$ cat config.mk
export PLATFORM = sky130hd
export DESIGN_NAME = instruction_fetch
export DESIGN_NICKNAME = d
export VERILOG_FILES = /design/src/rtl/mips_pkg.sv /design/src/rtl/fetch_fifo.sv /design/src/rtl/instruction_fetch.sv
export SDC_FILE = /design/constraint.sdc
export NUM_CORES = 1
export LEC_CHECK = 0
export ABC_AREA = 1
export CAP_MARGIN = 20
export CORE_MARGIN = 2
export CORE_UTILIZATION = 40
export DETAILED_ROUTE_END_ITERATION = 8
export PLACE_DENSITY = 0.64
export SLEW_MARGIN = 40
export SYNTH_ARGS = -nofsm -noshare
export SYNTH_HDL_FRONTEND = slang
export SYNTH_SLANG_ARGS = --single-unit
$ cat constraint.sdc
create_clock -name clk -period 3.75 [get_ports clk]
set_input_delay 1.125 -clock clk [delete_from_list [all_inputs] [get_ports clk]]
set_output_delay 1.125 -clock clk [all_outputs]
set_load 0.02 [all_outputs]
$ cat src/rtl/mips_pkg.sv
// Shared constants and types for the MIPS fetch path.
//   WORD_W    : instruction/address word width
//   HALT_WORD : instruction word that stops fetching
//   PC_STEP   : PC increment per fetched word
//   fetch_state_t : fetch FSM states
package mips_pkg;

  localparam int unsigned WORD_W    = 32;
  localparam logic [31:0] HALT_WORD = 32'h0000_0000;
  localparam logic [31:0] PC_STEP   = 32'd4;

  typedef enum logic {
    RUN  = 1'b0,
    HALT = 1'b1
  } fetch_state_t;

endpackage

$ cat src/rtl/fetch_fifo.sv
// Synchronous FIFO holding fetched {pc, instruction} pairs.
// Ports:
//   clk, reset          : clock, synchronous active-high reset
//   push, push_data     : write request and data
//   pop                 : read request (advances head)
//   flush               : empty the FIFO (highest priority)
//   head_data           : data at head (registered storage)
//   full, empty, count  : occupancy status
module fetch_fifo #(
  parameter int unsigned WIDTH = 64,
  parameter int unsigned DEPTH = 2
) (
  input  logic                       clk,
  input  logic                       reset,
  input  logic                       push,
  input  logic [WIDTH-1:0]           push_data,
  input  logic                       pop,
  input  logic                       flush,
  output logic [WIDTH-1:0]           head_data,
  output logic                       full,
  output logic                       empty,
  output logic [$clog2(DEPTH):0]     count
);

  localparam int unsigned AW = $clog2(DEPTH);

  logic [WIDTH-1:0] mem [DEPTH];
  logic [AW-1:0]    rd_ptr, wr_ptr;
  logic [AW:0]      cnt;
  logic             do_push, do_pop;

  assign empty     = (cnt == '0);
  assign full      = (cnt == (AW+1)'(DEPTH));
  assign count     = cnt;
  assign head_data = mem[rd_ptr];

  // Simultaneous push+pop on a full FIFO is allowed: the pop frees the slot.
  assign do_pop  = pop && !empty;
  assign do_push = push && (!full || do_pop);

  always_ff @(posedge clk) begin
    if (reset) begin
      rd_ptr <= '0;
      wr_ptr <= '0;
      cnt    <= '0;
      for (int unsigned i = 0; i < DEPTH; i++) begin
        mem[i] <= '0;
      end
    end else if (flush) begin
      rd_ptr <= '0;
      wr_ptr <= '0;
      cnt    <= '0;
    end else begin
      if (do_push) begin
        mem[wr_ptr] <= push_data;
        wr_ptr      <= wr_ptr + AW'(1);
      end
      if (do_pop) begin
        rd_ptr <= rd_ptr + AW'(1);
      end
      cnt <= cnt + (AW+1)'(do_push) - (AW+1)'(do_pop);
    end
  end

endmodule

$ cat src/rtl/instruction_fetch.sv
// MIPS instruction fetch unit: owns the PC, issues single-outstanding word
// reads to instruction memory, buffers {pc, instruction} for decode, handles
// redirects (flush + restart) and stops on the all-zero halt word.
// Ports:
//   clk, reset                     : clock, synchronous active-high reset
//   imem_req, imem_addr            : request strobe / word byte address (comb)
//   imem_rvalid, imem_rdata        : memory response
//   inst_valid, inst_data, inst_pc : buffer head to decode
//   inst_ready                     : decode accepts head
//   redirect_valid, redirect_pc    : flush and restart fetch at new PC
//   halted                         : halt word fetched, fetching stopped
module instruction_fetch
  import mips_pkg::*;
#(
  parameter logic [31:0] RESET_PC   = 32'h0000_0000,
  parameter int unsigned FIFO_DEPTH = 2
) (
  input  logic        clk,
  input  logic        reset,
  output logic        imem_req,
  output logic [31:0] imem_addr,
  input  logic        imem_rvalid,
  input  logic [31:0] imem_rdata,
  output logic        inst_valid,
  output logic [31:0] inst_data,
  output logic [31:0] inst_pc,
  input  logic        inst_ready,
  input  logic        redirect_valid,
  input  logic [31:0] redirect_pc,
  output logic        halted
);

  localparam int unsigned CW = $clog2(FIFO_DEPTH) + 1;

  fetch_state_t state_q, state_d;

  logic [31:0]   fetch_pc_q;
  logic [31:0]   req_pc_q;
  logic          outstanding_q;
  logic          discard_q;

  logic [63:0]   fifo_head;
  logic          fifo_full, fifo_empty;
  logic [CW-1:0] fifo_count;
  logic [CW-1:0] occ_next;

  logic resp_live, resp_take, halt_seen, push, pop, slot_free, issue;

  // A response only counts when it belongs to our outstanding request and
  // is not overridden by a redirect in the same cycle.
  assign resp_live = imem_rvalid && outstanding_q && !redirect_valid;
  assign resp_take = resp_live && !discard_q;
  assign halt_seen = resp_take && (imem_rdata == HALT_WORD);
  assign push      = resp_take && !halt_seen;
  assign pop       = !fifo_empty && inst_ready && !redirect_valid;
  assign occ_next  = fifo_count + CW'(push) - CW'(pop);
  assign slot_free = !outstanding_q || imem_rvalid;

  // Halt response blocks the issue in its own cycle so no request is ever
  // outstanding once in HALT.
  assign issue = !reset && (state_q == RUN) && !redirect_valid && slot_free &&
                 !halt_seen && (occ_next < CW'(FIFO_DEPTH));

  // State register
  always_ff @(posedge clk) begin
    if (reset) state_q <= RUN;
    else       state_q <= state_d;
  end

  // Next-state logic
  always_comb begin
    state_d = state_q;
    if (redirect_valid)  state_d = RUN;
    else if (halt_seen)  state_d = HALT;
  end

  // Output logic
  always_comb begin
    halted    = (state_q == HALT);
    imem_req  = issue;
    imem_addr = fetch_pc_q;
  end

  // PC and request tracking
  always_ff @(posedge clk) begin
    if (reset) begin
      fetch_pc_q    <= RESET_PC;
      req_pc_q      <= '0;
      outstanding_q <= 1'b0;
      discard_q     <= 1'b0;
    end else if (redirect_valid) begin
      fetch_pc_q    <= {redirect_pc[31:2], 2'b00};
      outstanding_q <= outstanding_q && !imem_rvalid;
      discard_q     <= outstanding_q && !imem_rvalid;
    end else begin
      if (issue) begin
        fetch_pc_q    <= fetch_pc_q + PC_STEP;
        req_pc_q      <= fetch_pc_q;
        outstanding_q <= 1'b1;
      end else if (imem_rvalid) begin
        outstanding_q <= 1'b0;
      end
      if (imem_rvalid && outstanding_q) begin
        discard_q <= 1'b0;
      end
    end
  end

  fetch_fifo #(
    .WIDTH (64),
    .DEPTH (FIFO_DEPTH)
  ) u_fifo (
    .clk       (clk),
    .reset     (reset),
    .push      (push),
    .push_data ({req_pc_q, imem_rdata}),
    .pop       (pop),
    .flush     (redirect_valid),
    .head_data (fifo_head),
    .full      (fifo_full),
    .empty     (fifo_empty),
    .count     (fifo_count)
  );

  assign inst_valid = !fifo_empty;
  assign inst_pc    = fifo_head[63:32];
  assign inst_data  = fifo_head[31:0];

  // The issue rule must never let a response land in a full buffer.
  always_ff @(posedge clk) begin
    if (!reset) begin
      assert (!(push && fifo_full && !pop));
    end
  end

endmodule

==> results of run 1 <==
==> critical path, stage by stage <==
cell             delay [ns]
clkdlybuf4s50_1        0.43
nor2_1                 0.13
nand2_1                0.08
nor2_1                 0.16
nand2_1                0.11
nor2_4                 0.12
a21oi_2                0.07
nand3_2                0.09
inv_2                  0.05
buf_6                  0.12
==> cell usage after synthesis <==
cell | number | area (µm²)
a2111oi_0 | 1 | 8.760
o21ai_1 | 3 | 15.01
or2_2 | 4 | 25.02
conb_1 | 1 | 3.750
inv_1 | 90 | 337.8
ha_1 | 4 | 50.05
edfxtp_1 | 124 | 3724
nor3b_1 | 1 | 7.510
o211ai_1 | 1 | 7.510
inv_2 | 6 | 22.52
nor2_4 | 1 | 11.26
nor2_1 | 177 | 664.4
nand3_2 | 3 | 30.03
o21ai_0 | 11 | 55.05
nor3_2 | 2 | 20.02
buf_1 | 2 | 7.510
nand3b_1 | 6 | 45.04
mux2_2 | 62 | 698.2
nor2_2 | 8 | 50.05
clkbuf_1 | 21 | 78.83
nand3_1 | 39 | 195.2
nand4_1 | 6 | 37.54
xnor2_1 | 12 | 105.1
dfxtp_1 | 68 | 1361
nand2_2 | 5 | 31.28
a21oi_1 | 66 | 330.3
buf_2 | 23 | 115.1
buf_4 | 7 | 52.55
nor3_1 | 7 | 35.03
xor2_1 | 10 | 87.58
nand2_1 | 235 | 882.1
==> through the flow <==
step / cell area [µm²] / setup TNS (ns) / setup WS, ns
6_report: 11810 / 0 / 0.1433
5_1_grt: 11810 / -0.0004712 / -0.0004712
4_1_cts: 11730 / 0 / 0.02122
3_5_place_dp: 11170 / -0.4540 / -0.4540
3_3_place_gp: 11170 / -0.4393 / -0.4393
2_1_floorplan: 9110 / 0 / 0.006713
==> metal layers <==
metal  vias up  part of all wire (%)  wire [µm]
met5         -                     0          0
met4         0                   1.2        275
met3        17                   5.1       1130
met2       190                    46      10360
met1      3334                    47      10520
li1       3604                     -          -
==> registers in the layout, indices dropped and copies added (netlist names), named ones only <==
register       cells
halted             1
u_fifo.count       2
outstanding_q      1
u_fifo.wr_ptr      1
u_fifo.mem       124
req_pc_q          30
discard_q          1
imem_addr         30
u_fifo.rd_ptr      1
==> power by group through the flow <==
stage	combinational (mW)	sequential, mW	clock [mW]
after floorplan	0.231	2.42	0
after global placement	0.488	2.42	0
after detailed placement	0.489	2.42	0
after CTS	0.492	2.37	1.77
after global routing	0.531	2.38	1.85
final	0.487	2.37	1.74
==> cell type report <==
type | count | area [µm²] | share of cell area, %
Timing Repair Buffer | 205 | 1998 | 16.92
Multi-Input combinational cell | 668 | 3443 | 29.16
Tap cell | 285 | 356.6 | 3.020
Clock buffer | 17 | 425.4 | 3.602
Inverter | 96 | 360.3 | 3.052
Clock inverter | 15 | 138.9 | 1.176
Sequential cell | 192 | 5086 | 43.07
==> path summary, 6_finish.rpt <==
| path | startpoint | endpoint | slack [ns] | cells after the start |
|---|---|---|---|---|
| hold / removal | req_pc_q[26] | req_pc_q[26] | 0.47 | 2 |
| setup reg to reg | u_fifo.count[1] | imem_addr[31] | 1.13 | 13 |
| setup / recovery | imem_rdata[11] | imem_req | 0.14 | 10 |
| hold reg to reg | req_pc_q[26] | req_pc_q[26] | 0.47 | 2 |
==> what timing repair did <==
action / 4_1_cts / 5_1_grt
hold buffers: 0 / 0
setup endpoints to repair: 1 / 1
pin swaps: 0 / 16
gates resized for setup: 6 / 24
setup buffers: 0 / 1
==> kinds of logic (layout without fill, tap and decap cells) <==
group	Yosys count	count (layout)	share of synthesized area [%]
xor+xnor	22	22	2.119
simple gates	494	494	22.37
buf+inv	149	333	6.755
flops	192	192	55.91
other cells	1	4	0.04123
mux	62	62	7.676
fa+ha+maj	4	4	0.5503
compound gates	82	82	4.581
==> metrics.cfg, run 1 <==
[pwr]
irDropWorstVdd_mv=0.2364
leakage_nw=4.512
p_sw_share_pct=25.46
p_comb_share_pct=10.6
switchingPower_mw=1.171
seqPwrFrac_pct=51.6
powerDensity_nw_per_um2=389.3
intPower_mw=3.427
clockPowerShare_pct=37.8
power_mw=4.597

[placement]
dpl.cell_count=1445
dpl.hpwl_um=15170
portBuffers=161
place_congestion=0.8723

[sta]
finalCriticalPeriod_ns=3.607
hold_viol_final=0
tightest_slew_ns=0.7233
finClkSkew_ns=0.009855
hold_slack_ns=0.4654
setup_viol=0
maxSlewViolCount=0
relSlewSlack_pct=51.78
fin_crit_sh_pct=96.18
max_freq_ghz=0.2773

[synthesis]
synth_cells=1006
ys_ff_latch=192
syn-cell-area_um2=9095
ys_seq_area_share_pct=55.91
ys_types=31
syn_area_per_cell_um2=9.041
yosysWarnings=0

[route]
drtIter0Drc=412
wirelength_um=22280
avgRoutedWirePerCell_um=15.08
drc=0
first_pass_iters=5
via_per_inst=4.834
num_vias=7145
ant_nets=0

[worst_setup_path]
crit_path_start_kind=input pin
end_kind=output pin
path_max_fanout=2
arrival_ns=2.48
cp.required_ns=2.62
worstSetupPathType=input pin to output pin

[floorplan]
die_h_um=154.8
initial_core_util_pct=40.42
io_pins=168
die_w_um=154.8
die-area_um2=23960
core-area_um2=22500
std_cell_rows=55

[global_route]
top_usage_layer=met2
first_global_vias=6952
grt_usage_pct=18.96
grt_max_degree=65
met1_usage_pct=25.76
antenna_found_initial=0
grt_overflow=0
use_met2_pct=30.82
grt_use_met3_pct=4.091
grt_pass1_wl_um=35820

[clocking]
path_clk_slew_ns=0.07
ctsLongestPathBuffers=2
cts_sinks=192
cts_tree=built
cts-root-buf=clkbuf_16
clock_latency_ns=0.43
htreeDepth=4
cts_buffers=17

[final_layout]
final_core_util_pct=52.48
antennaDiodeCount=0
fill_cells=2101
final_cell_mix=231 x nand2_1, 174 x nor2_1, 145 x clkdlybuf4s50_1, 124 x edfxtp_1, 89 x inv_1
layout.cells.non_filler=1478
final_common_cell=nand2_1
layout-drive-gt1-share_pct=15.09
synthToLayoutAreaGrowth_pct=29.84
nNetsFinal=1253

[worst_hold_path]
hp-class=register to register

[status]
run_status=finished clean

[run]
timing.max_cap.violations=0

(Power assumes the default switching activity.)
==> run 2, diff against run 1 <==
--- a/config.mk
+++ b/config.mk
@@ -8,9 +8,9 @@
 export ABC_AREA = 1
 export CAP_MARGIN = 20
 export CORE_MARGIN = 2
-export CORE_UTILIZATION = 40
+export CORE_UTILIZATION = 48
 export DETAILED_ROUTE_END_ITERATION = 8
-export PLACE_DENSITY = 0.64
+export PLACE_DENSITY = 0.75
 export SLEW_MARGIN = 40
 export SYNTH_ARGS = -nofsm -noshare
 export SYNTH_HDL_FRONTEND = slang
==> metrics.cfg, run 2 (same netlist as run 1, synthesis figures left out) <==
[worst_hold_path]
hp-class=register to register

[final_layout]
synthToLayoutAreaGrowth_pct=28.45
final_core_util_pct=62.66
final_common_cell=nand2_1
layout-drive-gt1-share_pct=14.04
layout.cells.non_filler=1416
top_register=u_fifo.mem
antennaDiodeCount=0
nNetsFinal=1242
final_cell_mix=231 x nand2_1, 175 x nor2_1, 157 x clkdlybuf4s50_1, 124 x edfxtp_1, 89 x inv_1
largest_reg_flops=124

[floorplan]
die-area_um2=20060
initial_core_util_pct=48.79
core-area_um2=18640
die_w_um=141.7
io_pins=168
die_h_um=141.7
std_cell_rows=50

[worst_setup_path]
crit_chain=clkdlybuf4s50_1 -> nor2_1 -> nand2_1 -> nor2_2 -> nand2_2 -> nor2_2 -> a21oi_1 -> nand3_2 -> inv_2 -> buf_6
critPathSlowestCell=clkdlybuf4s50_1
cp.required_ns=2.62
crit_path_start_kind=input pin
path_delay_family=simple AND/OR/NAND/NOR gates
path_max_fanout=2
worstSetupPathType=input pin to output pin
end_kind=output pin
arrival_ns=2.57
critical_path_buf_inv_count=3
cpMostUsedCell=nor2_2
cpPeakStageDelay_ns=0.44

[clocking]
clock_latency_ns=0.43
cts_tree=built
htreeDepth=4
holdBufCountCts=0
ctsLongestPathBuffers=2
cts_buffers=17
cts_sinks=192
path_clk_slew_ns=0.06
cts-root-buf=clkbuf_16

[sta]
finalCriticalPeriod_ns=3.690
maxSlewViolCount=0
max_freq_ghz=0.2710
rsz0062_at_grt=false
hold_viol_final=0
finClkSkew_ns=0.01019
fin_crit_sh_pct=98.41
worst_slack_ns=0.05965
tns_ns=0
hold_slack_ns=0.4644
tightest_slew_ns=0.7014
setup_viol=0
relSlewSlack_pct=53.24

[global_route]
grt_overflow=0
first_global_vias=6878
antenna_found_initial=0
grt_max_degree=65
grt_usage_pct=22.11
grt_pass1_wl_um=34890

[placement]
dpl.cell_count=1382
portBuffers=161
dpl.hpwl_um=14780
place_congestion=0.9121
preCtsSetupSlack_ns=-0.4255

[pwr]
powerDensity_nw_per_um2=394.0
seqPwrFrac_pct=51.5
clockPowerShare_pct=37.9
intPower_mw=3.474
switchingPower_mw=1.129
irDropWorstVdd_mv=0.3363
p_comb_share_pct=10.6
leakage_nw=4.365
p_sw_share_pct=24.53

[route]
first_pass_iters=5
ant_nets=0
wirelength_um=22120
via_per_inst=5.090
drtIter0Drc=569
num_vias=7207
drc=0
avgRoutedWirePerCell_um=15.62

[run]
timing.max_cap.violations=0

[status]
run_status=finished clean

## run 2: metal layers
layer / global-route usage, % / vias to the layer above / part of all wire, %
met1: 30.03 / 3352 / 45
met5: 0 / - / 0
met3: 3.712 / 26 / 6.3
met4: 6.579 / 0 / 1.4
li1: - / 3572 / -
met2: 36.66 / 257 / 48
## run 2: what timing repair did
item                       CTS  global route
buffers inserted             1             1
pin swaps                    0             7
setup endpoints to repair    1             1
gates resized for setup      5            10
## run 2: worst reg2reg max path: cells and delay by family, from the launching register on
family                   cells  cell delay, ns
XOR/XNOR                     1            0.15
adder cells (fa/ha/maj)      1            0.18
AND/OR/NAND/NOR              7            0.91
AO/OA/AOI/OAI                1            0.06
flip-flops                   1            0.37
buffers and inverters        4            0.92
## run 2: final cells by class
cell class | instances | area [µm²]
inverter | 96 | 360.3
clock inverter | 13 | 130.1
timing repair buffer | 194 | 1948
multi-input combinational | 668 | 3432
sequential | 192 | 5086
tap | 234 | 292.8
fill | 1522 | 6960
clock buffer | 19 | 432.9
## run 2: stage by stage
| step | cell area [µm²] | power (mW) |
|---|---|---|
| floorplan | 9110 | 2.655 |
| global placement | 11080 | 2.894 |
| CTS | 11650 | 4.626 |
| finish | 11680 | 4.603 |
| global route | 11680 | 4.753 |
| detailed placement | 11080 | 2.902 |
## run 2: worst paths after layout
kind | cells past startpoint | from | slack, ns | endpoint
worst max-delay path | 10 | imem_rdata[27] | 0.06 | imem_req
worst min-delay path | 2 | req_pc_q[9] | 0.46 | req_pc_q[9]
worst max register to register | 14 | u_fifo.count[1] | 1.02 | imem_addr[16]
worst min register to register | 2 | req_pc_q[9] | 0.46 | req_pc_q[9]
## run 2: power by group through the flow
stage | Sequential, mW | Clock, mW | Combinational, mW
global placement | 2.41 | 0 | 0.479
CTS | 2.37 | 1.77 | 0.486
floorplan | 2.42 | 0 | 0.231
finish | 2.37 | 1.74 | 0.486
detailed placement | 2.42 | 0 | 0.483
global route | 2.38 | 1.85 | 0.523
